--- config.mk ---
export PLATFORM = sky130hd
export DESIGN_NAME = ram_loader_flat
export DESIGN_NICKNAME = d
export VERILOG_FILES = /design/src/rtl/ram_loader_pkg.sv /design/src/rtl/ram_loader_if.sv /design/src/rtl/ram_loader_ptr.sv /design/src/rtl/ram_loader.sv /design/src/flat_wrapper.sv
export SDC_FILE = /design/constraint.sdc
export NUM_CORES = 1
export LEC_CHECK = 0
export CAP_MARGIN = 20
export CORE_MARGIN = 1.5
export CORE_UTILIZATION = 47
export CTS_CLUSTER_SIZE = 28
export DETAILED_ROUTE_END_ITERATION = 8
export PLACE_DENSITY = 0.84
export RECOVER_POWER = 25
export SYNTH_ARGS = -nofsm -noshare
export SYNTH_HDL_FRONTEND = slang
export SYNTH_HIERARCHICAL = 1
export SYNTH_SLANG_ARGS = --single-unit
--- constraint.sdc ---
create_clock -name CLOCK_50 -period 3.3 [get_ports CLOCK_50]
set_input_delay 0.825 -clock CLOCK_50 [delete_from_list [all_inputs] [get_ports CLOCK_50]]
set_output_delay 0.825 -clock CLOCK_50 [all_outputs]
set_load 0.05 [all_outputs]
--- src/rtl/ram_loader_pkg.sv ---
// -----------------------------------------------------------------------------
// ram_loader_pkg
// Shared definitions for the sequential scratch-RAM writer:
//   - state_t      : write-cycle FSM states (RDBK/CMP are used only when the
//                    read-back verify build macro RAM_LOADER_VERIFY_EN is set)
//   - ADDR_W_DEF   : default RAM address width
//   - DATA_W_DEF   : default RAM word width
//   - DEPTH        : default RAM depth, 2**ADDR_W_DEF
//   - COUNT_SAT    : default saturation value of the word counter
//   - count_sat()  : saturation value for an arbitrary address width
// -----------------------------------------------------------------------------
package ram_loader_pkg;

  localparam int ADDR_W_DEF = 5;
  localparam int DATA_W_DEF = 4;
  localparam int DEPTH      = 1 << ADDR_W_DEF;

  // The counter stops at the RAM depth, so a full pass is distinguishable
  // from an empty one even though the pointer has wrapped back.
  function automatic int unsigned count_sat(input int unsigned addr_w);
    return 32'd1 << addr_w;
  endfunction

  localparam int unsigned COUNT_SAT = count_sat(ADDR_W_DEF);

  typedef enum logic [2:0] {
    S_IDLE   = 3'd0,  // waiting for a word or a pointer load
    S_SETUP  = 3'd1,  // address/data driven, write strobe still low
    S_STROBE = 3'd2,  // write strobe high for exactly one cycle
    S_HOLD   = 3'd3,  // strobe low, address/data held
    S_RDBK   = 3'd4,  // RAM registers the word at the held address
    S_CMP    = 3'd5   // compare registered read data against the written word
  } state_t;

endpackage

--- src/rtl/ram_loader_if.sv ---
// -----------------------------------------------------------------------------
// ram_loader_if
// Bundles the word-stream handshake and the RAM port of ram_loader.
//   in_valid  : source presents a word
//   in_data   : word to be written
//   in_ready  : loader can accept a word this cycle
//   mem_addr  : RAM address
//   mem_data  : RAM write data
//   mem_we    : RAM write enable
//   mem_q     : RAM registered read data (only consumed by the verify build)
// Modports:
//   slave  : the loader (accepts the stream, drives the RAM port)
//   master : the environment (word source plus RAM)
// -----------------------------------------------------------------------------
interface ram_loader_if
  import ram_loader_pkg::*;
#(
  parameter int ADDR_W = ADDR_W_DEF,
  parameter int DATA_W = DATA_W_DEF
);

  logic              in_valid;
  logic [DATA_W-1:0] in_data;
  logic              in_ready;
  logic [ADDR_W-1:0] mem_addr;
  logic [DATA_W-1:0] mem_data;
  logic              mem_we;
  logic [DATA_W-1:0] mem_q;

  modport slave (
    input  in_valid, in_data, mem_q,
    output in_ready, mem_addr, mem_data, mem_we
  );

  modport master (
    output in_valid, in_data, mem_q,
    input  in_ready, mem_addr, mem_data, mem_we
  );

endinterface

--- src/rtl/ram_loader_ptr.sv ---
// -----------------------------------------------------------------------------
// ram_loader_ptr
// Write pointer and word counter of the RAM loader.
//   clk        : clock, rising edge
//   rst        : asynchronous active-high reset
//   load       : set wr_ptr to start_addr and clear the counter
//   advance    : a word has been written; step pointer and counter
//   start_addr : pointer load value
//   wr_ptr     : next address to be written (wraps modulo 2**ADDR_W)
//   count      : words written since load/reset, saturating at 2**ADDR_W
//   full       : counter saturated and WRAP == 0
// Parameter WRAP: 0 = report full after one pass, 1 = never report full.
// -----------------------------------------------------------------------------
module ram_loader_ptr
  import ram_loader_pkg::*;
#(
  parameter int ADDR_W = ADDR_W_DEF,
  parameter int WRAP   = 0
) (
  input  logic              clk,
  input  logic              rst,
  input  logic              load,
  input  logic              advance,
  input  logic [ADDR_W-1:0] start_addr,
  output logic [ADDR_W-1:0] wr_ptr,
  output logic [ADDR_W:0]   count,
  output logic              full
);

  localparam int unsigned   SAT_I   = count_sat(ADDR_W);
  localparam logic [ADDR_W:0] CNT_MAX = SAT_I[ADDR_W:0];

  // NOTE: sequential state uses non-blocking assignments so every register
  // samples pre-edge values regardless of process ordering; the reset is
  // asynchronous, hence its presence in the sensitivity list.
  always_ff @(posedge clk or posedge rst) begin
    if (rst) begin
      wr_ptr <= '0;
      count  <= '0;
    end else if (load) begin
      wr_ptr <= start_addr;
      count  <= '0;
    end else if (advance) begin
      // The pointer relies on natural modulo-2**ADDR_W overflow.
      wr_ptr <= wr_ptr + 1'b1;
      if (count != CNT_MAX) begin
        count <= count + 1'b1;
      end
    end
  end

  // Derived from the counter, so a load clears it in the same edge.
  assign full = (WRAP == 0) && (count == CNT_MAX);

endmodule

--- src/rtl/ram_loader.sv ---
// -----------------------------------------------------------------------------
// ram_loader
// Sequential writer for a synchronous single-port scratch RAM. Words arrive
// over a valid/ready handshake and are written to consecutive addresses with
// a setup / strobe / hold write cycle; the pointer can be reloaded.
//
// Ports:
//   CLOCK_50   : system clock, all state on the rising edge
//   reset      : asynchronous active-high reset
//   bus        : ram_loader_if.slave (word stream in, RAM port out)
//   load_addr  : pulse, in IDLE loads the pointer with start_addr
//   start_addr : pointer load value
//   wr_ptr     : next address to be written
//   count      : words written since load/reset (saturating)
//   full       : one complete pass written and WRAP == 0
//   err        : sticky read-back mismatch flag
//   err_addr   : address of the first mismatch
//
// Build option RAM_LOADER_VERIFY_EN: when defined, every word is read back
// (RDBK, CMP) and compared, giving a 6-cycle word time; otherwise the word
// time is 4 cycles, mem_q is ignored and err/err_addr are tied to 0.
// -----------------------------------------------------------------------------
module ram_loader
  import ram_loader_pkg::*;
#(
  parameter int ADDR_W = ADDR_W_DEF,
  parameter int DATA_W = DATA_W_DEF,
  parameter int WRAP   = 0
) (
  input  logic              CLOCK_50,
  input  logic              reset,
  ram_loader_if.slave       bus,
  input  logic              load_addr,
  input  logic [ADDR_W-1:0] start_addr,
  output logic [ADDR_W-1:0] wr_ptr,
  output logic [ADDR_W:0]   count,
  output logic              full,
  output logic              err,
  output logic [ADDR_W-1:0] err_addr
);

  state_t            state, state_nx;
  logic [ADDR_W-1:0] mem_addr_q, mem_addr_nx;
  logic [DATA_W-1:0] mem_data_q, mem_data_nx;
  logic              mem_we_q, mem_we_nx;
  logic              ready;
  logic              ptr_load;
  logic              ptr_adv;

  ram_loader_ptr #(
    .ADDR_W (ADDR_W),
    .WRAP   (WRAP)
  ) u_ptr (
    .clk        (CLOCK_50),
    .rst        (reset),
    .load       (ptr_load),
    .advance    (ptr_adv),
    .start_addr (start_addr),
    .wr_ptr     (wr_ptr),
    .count      (count),
    .full       (full)
  );

  // ---------------------------------------------------------------------------
  // Next-state and datapath decode
  // ---------------------------------------------------------------------------
  always_comb begin
    // NOTE: every signal driven here gets a default before the case so no
    // path leaves it unassigned, which would otherwise infer a latch.
    state_nx    = state;
    mem_addr_nx = mem_addr_q;
    mem_data_nx = mem_data_q;
    mem_we_nx   = 1'b0;
    ready       = 1'b0;
    ptr_load    = 1'b0;
    ptr_adv     = 1'b0;

    case (state)
      S_IDLE: begin
        // A load in the same cycle as a valid word wins; the word stays
        // pending at the source because ready is held low.
        ready = ~full & ~load_addr;
        if (load_addr) begin
          ptr_load = 1'b1;
        end else if (bus.in_valid && ready) begin
          mem_addr_nx = wr_ptr;
          mem_data_nx = bus.in_data;
          state_nx    = S_SETUP;
        end
      end

      S_SETUP: begin
        mem_we_nx = 1'b1;
        state_nx  = S_STROBE;
      end

      // Strobe drops on this edge; address and data stay put for a full
      // hold cycle after the RAM has captured them.
      S_STROBE: begin
        state_nx = S_HOLD;
      end

      S_HOLD: begin
`ifdef RAM_LOADER_VERIFY_EN
        state_nx = S_RDBK;
`else
        ptr_adv  = 1'b1;
        state_nx = S_IDLE;
`endif
      end

`ifdef RAM_LOADER_VERIFY_EN
      // The held address is presented for one more edge so the RAM's
      // registered output holds the just-written word by the CMP cycle.
      S_RDBK: begin
        state_nx = S_CMP;
      end

      S_CMP: begin
        ptr_adv  = 1'b1;
        state_nx = S_IDLE;
      end
`endif

      default: begin
        state_nx = S_IDLE;
      end
    endcase
  end

  // ---------------------------------------------------------------------------
  // State and RAM-port registers
  // ---------------------------------------------------------------------------
  always_ff @(posedge CLOCK_50 or posedge reset) begin
    if (reset) begin
      state      <= S_IDLE;
      mem_addr_q <= '0;
      mem_data_q <= '0;
      mem_we_q   <= 1'b0;
    end else begin
      state      <= state_nx;
      mem_addr_q <= mem_addr_nx;
      mem_data_q <= mem_data_nx;
      mem_we_q   <= mem_we_nx;
    end
  end

  assign bus.in_ready = ready;
  assign bus.mem_addr = mem_addr_q;
  assign bus.mem_data = mem_data_q;
  assign bus.mem_we   = mem_we_q;

  // ---------------------------------------------------------------------------
  // Read-back verify
  // ---------------------------------------------------------------------------
`ifdef RAM_LOADER_VERIFY_EN
  logic              err_q;
  logic [ADDR_W-1:0] err_addr_q;
  logic              mismatch;

  // Only the first mismatch is recorded; later ones leave err_addr alone.
  assign mismatch = (state == S_CMP) && (bus.mem_q != mem_data_q) && !err_q;

  always_ff @(posedge CLOCK_50 or posedge reset) begin
    if (reset) begin
      err_q      <= 1'b0;
      err_addr_q <= '0;
    end else if (ptr_load) begin
      err_q      <= 1'b0;
      err_addr_q <= '0;
    end else if (mismatch) begin
      err_q      <= 1'b1;
      err_addr_q <= mem_addr_q;
    end
  end

  assign err      = err_q;
  assign err_addr = err_addr_q;
`else
  assign err      = 1'b0;
  assign err_addr = '0;
`endif

endmodule

--- src/flat_wrapper.sv ---
// flat-port wrapper written by rule: the top's interface ports become plain ports
module ram_loader_flat import ram_loader_pkg::*;
#(
  parameter int ADDR_W = ADDR_W_DEF,
  parameter int DATA_W = DATA_W_DEF,
  parameter int WRAP   = 0
)
  (CLOCK_50, reset, load_addr, start_addr, wr_ptr, count, full, err, err_addr, bus_in_valid, bus_in_data, bus_mem_q, bus_in_ready, bus_mem_addr, bus_mem_data, bus_mem_we);
  ram_loader_if #(.ADDR_W(ADDR_W), .DATA_W(DATA_W)) bus_i ();
  input  logic CLOCK_50;
  input  logic reset;
  input  logic load_addr;
  input  logic [ADDR_W-1:0] start_addr;
  output logic [ADDR_W-1:0] wr_ptr;
  output logic [ADDR_W:0] count;
  output logic full;
  output logic err;
  output logic [ADDR_W-1:0] err_addr;
  input wire logic [$bits(bus_i.in_valid)-1:0] bus_in_valid;
  input wire logic [$bits(bus_i.in_data)-1:0] bus_in_data;
  input wire logic [$bits(bus_i.mem_q)-1:0] bus_mem_q;
  output wire logic [$bits(bus_i.in_ready)-1:0] bus_in_ready;
  output wire logic [$bits(bus_i.mem_addr)-1:0] bus_mem_addr;
  output wire logic [$bits(bus_i.mem_data)-1:0] bus_mem_data;
  output wire logic [$bits(bus_i.mem_we)-1:0] bus_mem_we;
  assign bus_i.in_valid = bus_in_valid;
  assign bus_i.in_data = bus_in_data;
  assign bus_i.mem_q = bus_mem_q;
  assign bus_in_ready = bus_i.in_ready;
  assign bus_mem_addr = bus_i.mem_addr;
  assign bus_mem_data = bus_i.mem_data;
  assign bus_mem_we = bus_i.mem_we;
  ram_loader #(.ADDR_W(ADDR_W), .DATA_W(DATA_W), .WRAP(WRAP)) u_core (.CLOCK_50(CLOCK_50), .reset(reset), .bus(bus_i), .load_addr(load_addr), .start_addr(start_addr), .wr_ptr(wr_ptr), .count(count), .full(full), .err(err), .err_addr(err_addr));
endmodule
==> run summary, run 1 <==
- **net switching fraction of the power** 49.5%
- **clock slew at the register clock pins of the worst setup and hold paths** 130 ps
- **worst rel slew slack** 57.3%
- **switching power** 0.817 mW
- **setup slack of the most critical reg-to-reg path** 1100 ps
- **hold violation total from the final report** 0
- **net total in the final layout** 171
- **y dimension of the die** 54.5 um
- **Worst VDD drop** 0.000648 V
- **share of power burned in the clock network** 7.8%
- **Post-CTS Repair Setup Buffers** 0
- **outcome** complete, no violations
- **Tmin final** 3020 ps
- **Worst Clk Skew** 5.64 ps
- **power share of the combinational group** 61.4%
- **share of flip-flops with an asynchronous set or reset** 100%
- **initial antenna violation count** 0
- **sequential cell area** 576 um^2
- **Unique masters post-synth** 36
- **area used by multi-input combinational logic** 606 um^2
- **placeable core region** 2500 um^2
- **HPWL after detailed placement** 1.89 mm
- **io pins** 46
- **worst slew pin tran** 639 ps
- **via total after detailed routing** 929
- **post-cts gate resize count** 1
- **number of cell instances on the worst register-to-register path** 6
- **antenna diode count** 0
- **root buf cell** sky130_fd_sc_hd__clkbuf_4
- **number of H-tree levels** 1
- **cts bufs inserted** 3
- **CP Class** reg -> out
- **maximum single-stage delay on the critical path** 590 ps
- **mean cell area of the mapped netlist** 11.2 um^2
- **Period Utilization, post-route** 91.4%
- **hold-fix buffer count after cts** 0
- **chain of cells forming the critical path** inv_1, ha_1, nand2_1, nor2b_1, dlygate4sd2_1
- **I/O Buffers** 35
- **final max-slew violation count** 0
- **Achievable Freq** 331 MHz
- **final global-route overflow total** 0
- **launching element of the worst setup path** u_core/u_ptr/count[0]
- **TritonCTS clock tree** built
- **detailed-router iteration count before antenna repair** 4
- **fraction of final layout cells sized beyond drive strength 1** 13.7%
- **origin of the worst min-delay path** u_core/bus.mem_addr[2]
- **aggregate routed wire length** 2.37 mm
- **die outline width** 54.5 um
- **first-pass GRT wire length** 4.00 mm
- **Final Setup Violations** 0
- **CTS Sinks** 23
- **Die ar.** 2980 um^2
- **overall power of the completed layout** 1.65 mW
- **Global Route Usage Sum** 18.9%
- **yosys warns** 6
- **Arrival @ worst endpoint** 2190 ps
- **number of inserted filler cells in the final layout** 203
- **capturing point of the worst reg2reg path** u_core/bus.mem_data[1]
- **highest-delay cell along the critical path** sky130_fd_sc_hd__dlygate4sd2_1
- **worst-path maximum fanout** 5
- **GP Congestion** 0.788
- **number of nets with antenna violations after routing** 0
- **Cell Int Power** 0.832 mW
- **worst hold path stage count** 1
- **RSZ-0062 raised after global routing** no
- **endpoint required time on the critical path** 2470 ps
- **pin count of the biggest net entering global routing** 15
- **Leak** 0.698 nW
- **DRC violation count after routing** 0
- **Synth Flop Type** sky130_fd_sc_hd__dfrtp_1
- **path category of the worst min-delay check** reg -> reg
- **element type at the critical path end** output pin
- **summed instance area of the synthesized netlist** 1250 um^2
- **Via-to-Cell Ratio** 5.28
- **insertion delay of the later-clocked pin in the worst-skew pair** 310 ps
- **total negative slack** 0 ps
- **number of cell rows** 18
- **worst hold endpoint** u_core/bus.mem_addr[2]
- **kind of start point of the critical path** flop
- **Area growth, synth to finish** 30.0%
- **instance count of the mapped netlist** 111
- **sequential fraction of the synthesis area** 46.1%
- **number of flops mapped to enable cells by yosys** 0
- **Initial Utilization** 49.9%
- **via count of the first global-routing pass** 870
- **Longest Clk Path Bufs** 2
- **Pwr per Cell Area** 1020 nW/um^2
- **worst hold slack after final layout** 520 ps
- **wire length per cell** 13.5 um
- **count of routing violations after the opening detailed-route iteration** 14
- **fraction of power consumed by sequential logic** 30.7%
- **max-capacitance violation count** 0
- **total of flip-flops plus latches after synthesis** 23
- **Reg2Reg Launch Point** u_core/u_ptr/count[0]
## layout by cell type, fill, tap and decap left out, types with 2 or more instances in the layout
cell type and count:
sky130_fd_sc_hd__clkdlybuf4s50_1 32, sky130_fd_sc_hd__dfrtp_1 23, sky130_fd_sc_hd__mux2_2 11, sky130_fd_sc_hd__nand2_1 10
sky130_fd_sc_hd__ha_1 7, sky130_fd_sc_hd__inv_1 6, sky130_fd_sc_hd__conb_1 6, sky130_fd_sc_hd__o21ai_0 5
sky130_fd_sc_hd__nand4_1 4, sky130_fd_sc_hd__xor2_1 4, sky130_fd_sc_hd__clkbuf_4 3, sky130_fd_sc_hd__nor2_1 3
sky130_fd_sc_hd__buf_4 2, sky130_fd_sc_hd__nand2b_1 2, sky130_fd_sc_hd__a21oi_1 2, sky130_fd_sc_hd__xnor2_1 2
sky130_fd_sc_hd__nand4b_1 2
## cell usage after synthesis, types with 2 or more instances
master / n / area share (%)
sky130_fd_sc_hd__nor2_1: 3 / 0.90
sky130_fd_sc_hd__xnor2_1: 2 / 1.4
sky130_fd_sc_hd__nor3b_1: 2 / 1.2
sky130_fd_sc_hd__inv_1: 6 / 1.8
sky130_fd_sc_hd__o21ai_0: 5 / 2.0
sky130_fd_sc_hd__mux2_2: 11 / 9.9
sky130_fd_sc_hd__a21oi_1: 2 / 0.80
sky130_fd_sc_hd__xor2_1: 4 / 2.8
sky130_fd_sc_hd__nand2b_1: 2 / 1.0
sky130_fd_sc_hd__nand4b_1: 2 / 1.4
sky130_fd_sc_hd__dfrtp_1: 23 / 46
sky130_fd_sc_hd__buf_4: 6 / 3.6
sky130_fd_sc_hd__nand2_1: 10 / 3.0
sky130_fd_sc_hd__clkbuf_1: 2 / 0.60
sky130_fd_sc_hd__ha_1: 7 / 7.0
sky130_fd_sc_hd__nand4_1: 4 / 2.0
## metrics by stage
step | utilization [%] | area (um^2) | setup slack (ps) | std cells
floorplan | - | 1270 | 131 | 116
global placement | 63.9 | 1600 | 368 | 172
detailed placement | 63.9 | 1600 | 327 | 172
CTS | 64.9 | 1620 | 260 | 176
global route | 64.9 | 1620 | 128 | 176
finish | 64.9 | 1620 | 283 | 176
## logic make-up (layout without fill, tap and decap cells)
logic type / after synthesis / after routing / share of synthesized area [%]
compound gates: 11 / 11 / 5.61
xor+xnor: 6 / 6 / 4.21
fa+ha+maj: 7 / 7 / 7.01
buf+inv: 16 / 46 / 7.31
flops: 23 / 23 / 46.1
mux: 12 / 12 / 10.7
other cells: 1 / 6 / 0.300
simple gates: 35 / 35 / 18.7
## power by group through the flow
stage          Clock, mW  Sequential (mW)  Combinational [mW]
2_1_floorplan          0            0.868               0.356
6_report           0.129            0.507                1.01
3_3_place_gp           0            0.508               0.990
4_1_cts            0.134            0.511                1.02
5_1_grt            0.144            0.530                1.08
3_5_place_dp           0            0.518                1.02
## worst max path at each step
stage                        end  slack, ps  depth (start not counted)
floorplan           bus_in_ready        130                          5
global placement            full        370                          5
detailed placement          full        330                          5
CTS                         full        260                          5
global route                full        130                          5
finish                      full        280                          5
## flip-flops by register name, summed over array words and instances (netlist names)
signal	count
u_core/state	2
u_core/u_ptr/wr_ptr	5
u_core/bus.mem_data	4
u_core/u_ptr/count	6
u_core/bus.mem_we	1
u_core/bus.mem_addr	5
## layout make-up
cell class                 count  share of cell area [%]
clock buffer                   3                    1.39
clock inverter                 1                   0.308
inverter                       6                    1.39
multi-input combinational     77                    37.3
sequential                    23                    35.5
tap                           30                    2.31
timing repair buffer          36                    21.8
## per-layer routing
metal	up-vias	GRT usage (%)	share of wire, %
met5	-	0	0
met4	0	9.17	1.5
met3	4	2.46	3.3
met2	21	32.9	55
met1	455	23.0	40
li1	449	-	-
## worst max-delay path: cells and delay by family (launching register included)
family	cells	cell delay (ps)
buffers and inverters	2	720
flip-flops	1	450
AND/OR/NAND/NOR	2	520
adder cells (fa/ha/maj)	1	210
Power figures use the tool's default switching activity.
==> run 2: changes to the inputs <==
--- a/config.mk
+++ b/config.mk
@@ -16,3 +16,4 @@
 export SYNTH_HDL_FRONTEND = slang
 export SYNTH_HIERARCHICAL = 1
 export SYNTH_SLANG_ARGS = --single-unit
+export TNS_END_PERCENT = 30
==> results of run 2 <==
Final layout, timing and power as in run 1 (identical DEF).
==> run 3: changes to the inputs <==
--- a/config.mk
+++ b/config.mk
@@ -11,7 +11,6 @@
 export CTS_CLUSTER_SIZE = 28
 export DETAILED_ROUTE_END_ITERATION = 8
 export PLACE_DENSITY = 0.84
-export RECOVER_POWER = 25
 export SYNTH_ARGS = -nofsm -noshare
 export SYNTH_HDL_FRONTEND = slang
 export SYNTH_HIERARCHICAL = 1
==> run 3 against run 2 <==
Compared with the run above: clock power hardly changed; sequential power hardly changed; cell count stayed put; combinational power hardly changed; die area stayed put; worst hold slack stayed put; total power hardly changed.
==> run summary, run 3 (synthesis results as in run 1) <==
- **io pins** 46, unchanged
- **via count of the first global-routing pass** 870, unchanged
- **most common cell after layout, fill and taps aside** sky130_fd_sc_hd__clkdlybuf4s50_1, unchanged
- **top library cells by usage in the layout, fill and taps aside** sky130_fd_sc_hd__clkdlybuf4s50_1 (33), sky130_fd_sc_hd__dfrtp_1 (23), sky130_fd_sc_hd__mux2_2 (11), was sky130_fd_sc_hd__clkdlybuf4s50_1 (32), sky130_fd_sc_hd__dfrtp_1 (23), sky130_fd_sc_hd__mux2_2 (11)
- **antenna diode count** 0, unchanged
- **RSZ-0062 raised after global routing** no, unchanged
- **Area growth, synth to finish** 30.0%, unchanged
- **insertion delay of the later-clocked pin in the worst-skew pair** 310 ps, about the same
- **sequential cell area** 576 um^2, unchanged
- **number of cell instances on the worst register-to-register path** 6, unchanged
- **area used by multi-input combinational logic** 606 um^2, unchanged
- **origin of the worst min-delay path** u_core/bus.mem_addr[2], unchanged
- **Longest Clk Path Bufs** 2, unchanged
- **Achievable Freq** 331 MHz, unchanged
- **first-pass GRT wire length** 4.00 mm, unchanged
- **Worst VDD drop** 0.000648 V, about the same
- **placed cell area** 1600 um^2, unchanged
- **setup slack of the most critical reg-to-reg path** 1100 ps, about the same
- **clock slew at the register clock pins of the worst setup and hold paths** 130 ps, about the same
- **path category of the worst min-delay check** reg -> reg, unchanged
- **fraction of final layout cells sized beyond drive strength 1** 13.7%, unchanged
- **number of flip-flops under the largest register name** 6, unchanged
- **TritonCTS clock tree** built, unchanged
- **Final Setup Violations** 0, unchanged
- **element type at the critical path end** output pin, unchanged
- **worst hold path stage count** 1, unchanged
- **DRC violation count after routing** 0, unchanged
- **number of H-tree levels** 1, unchanged
- **Leak** 0.698 nW, about the same
- **wire length per cell** 13.5 um, unchanged
- **Post-CTS Repair Setup Buffers** 0, unchanged
- **CTS Sinks** 23, unchanged
- **share of the core filled with cells in the final layout** 64.9%, unchanged
- **instance count after placement with tap cells included** 172, unchanged
- **HPWL after detailed placement** 1.89 mm, unchanged
- **Most flops, register** u_core/u_ptr/count, unchanged
- **final std cells w/o fill** 176, unchanged
- **outcome** complete, no violations, unchanged
- **GP Congestion** 0.788, unchanged
- **number of inserted filler cells in the final layout** 203, unchanged
- **max-capacitance violation count** 0, unchanged
- **initial antenna violation count** 0, unchanged
- **via total after detailed routing** 929, unchanged
- **Via-to-Cell Ratio** 5.28, unchanged
- **Arrival @ worst endpoint** 2190 ps, about the same
- **y dimension of the die** 54.5 um, unchanged
- **final max-slew violation count** 0, unchanged
- **Initial Utilization** 49.9%, unchanged
- **placeable core region** 2500 um^2, unchanged
- **total negative slack** 0 ps, unchanged
- **CP Class** reg -> out, unchanged
- **number of cell rows** 18, unchanged
- **aggregate routed wire length** 2.37 mm, unchanged
- **hold violation total from the final report** 0, unchanged
- **worst-path maximum fanout** 5, unchanged
- **number of nets with antenna violations after routing** 0, unchanged
- **Pwr per Cell Area** 1020 nW/um^2, about the same
- **Period Utilization, post-route** 91.4%, unchanged
- **Die ar.** 2980 um^2, unchanged
- **kind of start point of the critical path** flop, unchanged
- **Final Cell Area** 1620 um^2, unchanged
- **worst rel slew slack** 57.3%, unchanged
- **net total in the final layout** 171, unchanged
- **worst hold endpoint** u_core/bus.mem_addr[2], unchanged
- **die outline width** 54.5 um, unchanged
- **Reg2Reg Launch Point** u_core/u_ptr/count[0], unchanged
- **root buf cell** sky130_fd_sc_hd__clkbuf_4, unchanged
- **detailed-router iteration count before antenna repair** 4, unchanged
- **worst slew pin tran** 639 ps, unchanged
- **I/O Buffers** 35, unchanged
- **worst hold slack after final layout** 520 ps, unchanged
- **capturing point of the worst reg2reg path** u_core/bus.mem_data[1], unchanged
- **Tmin final** 3020 ps, unchanged
- **Global Route Usage Sum** 18.9%, unchanged
- **cts bufs inserted** 3, unchanged
- **endpoint required time on the critical path** 2470 ps, about the same
- **final global-route overflow total** 0, unchanged
- **Worst Clk Skew** 5.64 ps, unchanged
- **count of routing violations after the opening detailed-route iteration** 14, unchanged
- **pin count of the biggest net entering global routing** 15, unchanged
-- run 3: how the worst max path moves through the flow --
| stage | start | depth (start not counted) | to | slack [ps] |
|---|---|---|---|---|
| after global routing | u_core/u_ptr/count[0] | 5 | full | 130 |
| final | u_core/u_ptr/count[0] | 5 | full | 280 |
| after CTS | u_core/u_ptr/count[0] | 5 | full | 260 |
| after floorplan | u_core/u_ptr/count[0] | 5 | bus_in_ready | 130 |
| after global placement | u_core/u_ptr/count[0] | 5 | full | 370 |
| after detailed placement | u_core/u_ptr/count[0] | 5 | full | 330 |
-- run 3: per-layer routing --
layer / vias up / routed length (um) / track usage [%]
li1: 449 / - / -
met1: 455 / 954 / 23.0
met2: 21 / 1300 / 32.9
met3: 4 / 78 / 2.46
met4: 0 / 36 / 9.17
met5: - / 0 / 0
-- run 3: area by class of cell --
| class | instances | share of cell area [%] |
|---|---|---|
| multi-input cells | 77 | 37.3 |
| clock buffers | 3 | 1.39 |
| flip-flops and latches | 23 | 35.5 |
| well taps | 30 | 2.31 |
| repair buffers | 36 | 21.8 |
| clock inverters | 1 | 0.308 |
| inverters | 6 | 1.39 |
-- run 3: power by group --
| group | internal [mW] | switching [mW] | total, mW |
|---|---|---|---|
| clock | 0.0453 | 0.0836 | 0.129 |
| sequential | 0.402 | 0.105 | 0.507 |
| combinational | 0.385 | 0.628 | 1.01 |
| total | 0.832 | 0.817 | 1.65 |
-- run 3: metrics by stage --
stage	power [mW]	setup slack (ps)
floorplan	1.22	131
global placement	1.50	368
detailed placement	1.54	327
CTS	1.67	260
global route	1.76	128
finish	1.65	283
-- run 3: repair_timing --
| item | 4_1_cts | 5_1_grt |
|---|---|---|
| hold buffers | 0 | 0 |
| endpoints found under the setup margin | 1 | 0 |
| gates resized for setup | 1 | 0 |
-- run 3: critical path: stages (launching register included) --
cell and delay [ps]:
sky130_fd_sc_hd__dfrtp_1 450, sky130_fd_sc_hd__inv_1 130, sky130_fd_sc_hd__ha_1 210, sky130_fd_sc_hd__nand2_1 110
sky130_fd_sc_hd__nor2b_1 410, sky130_fd_sc_hd__dlygate4sd2_1 590
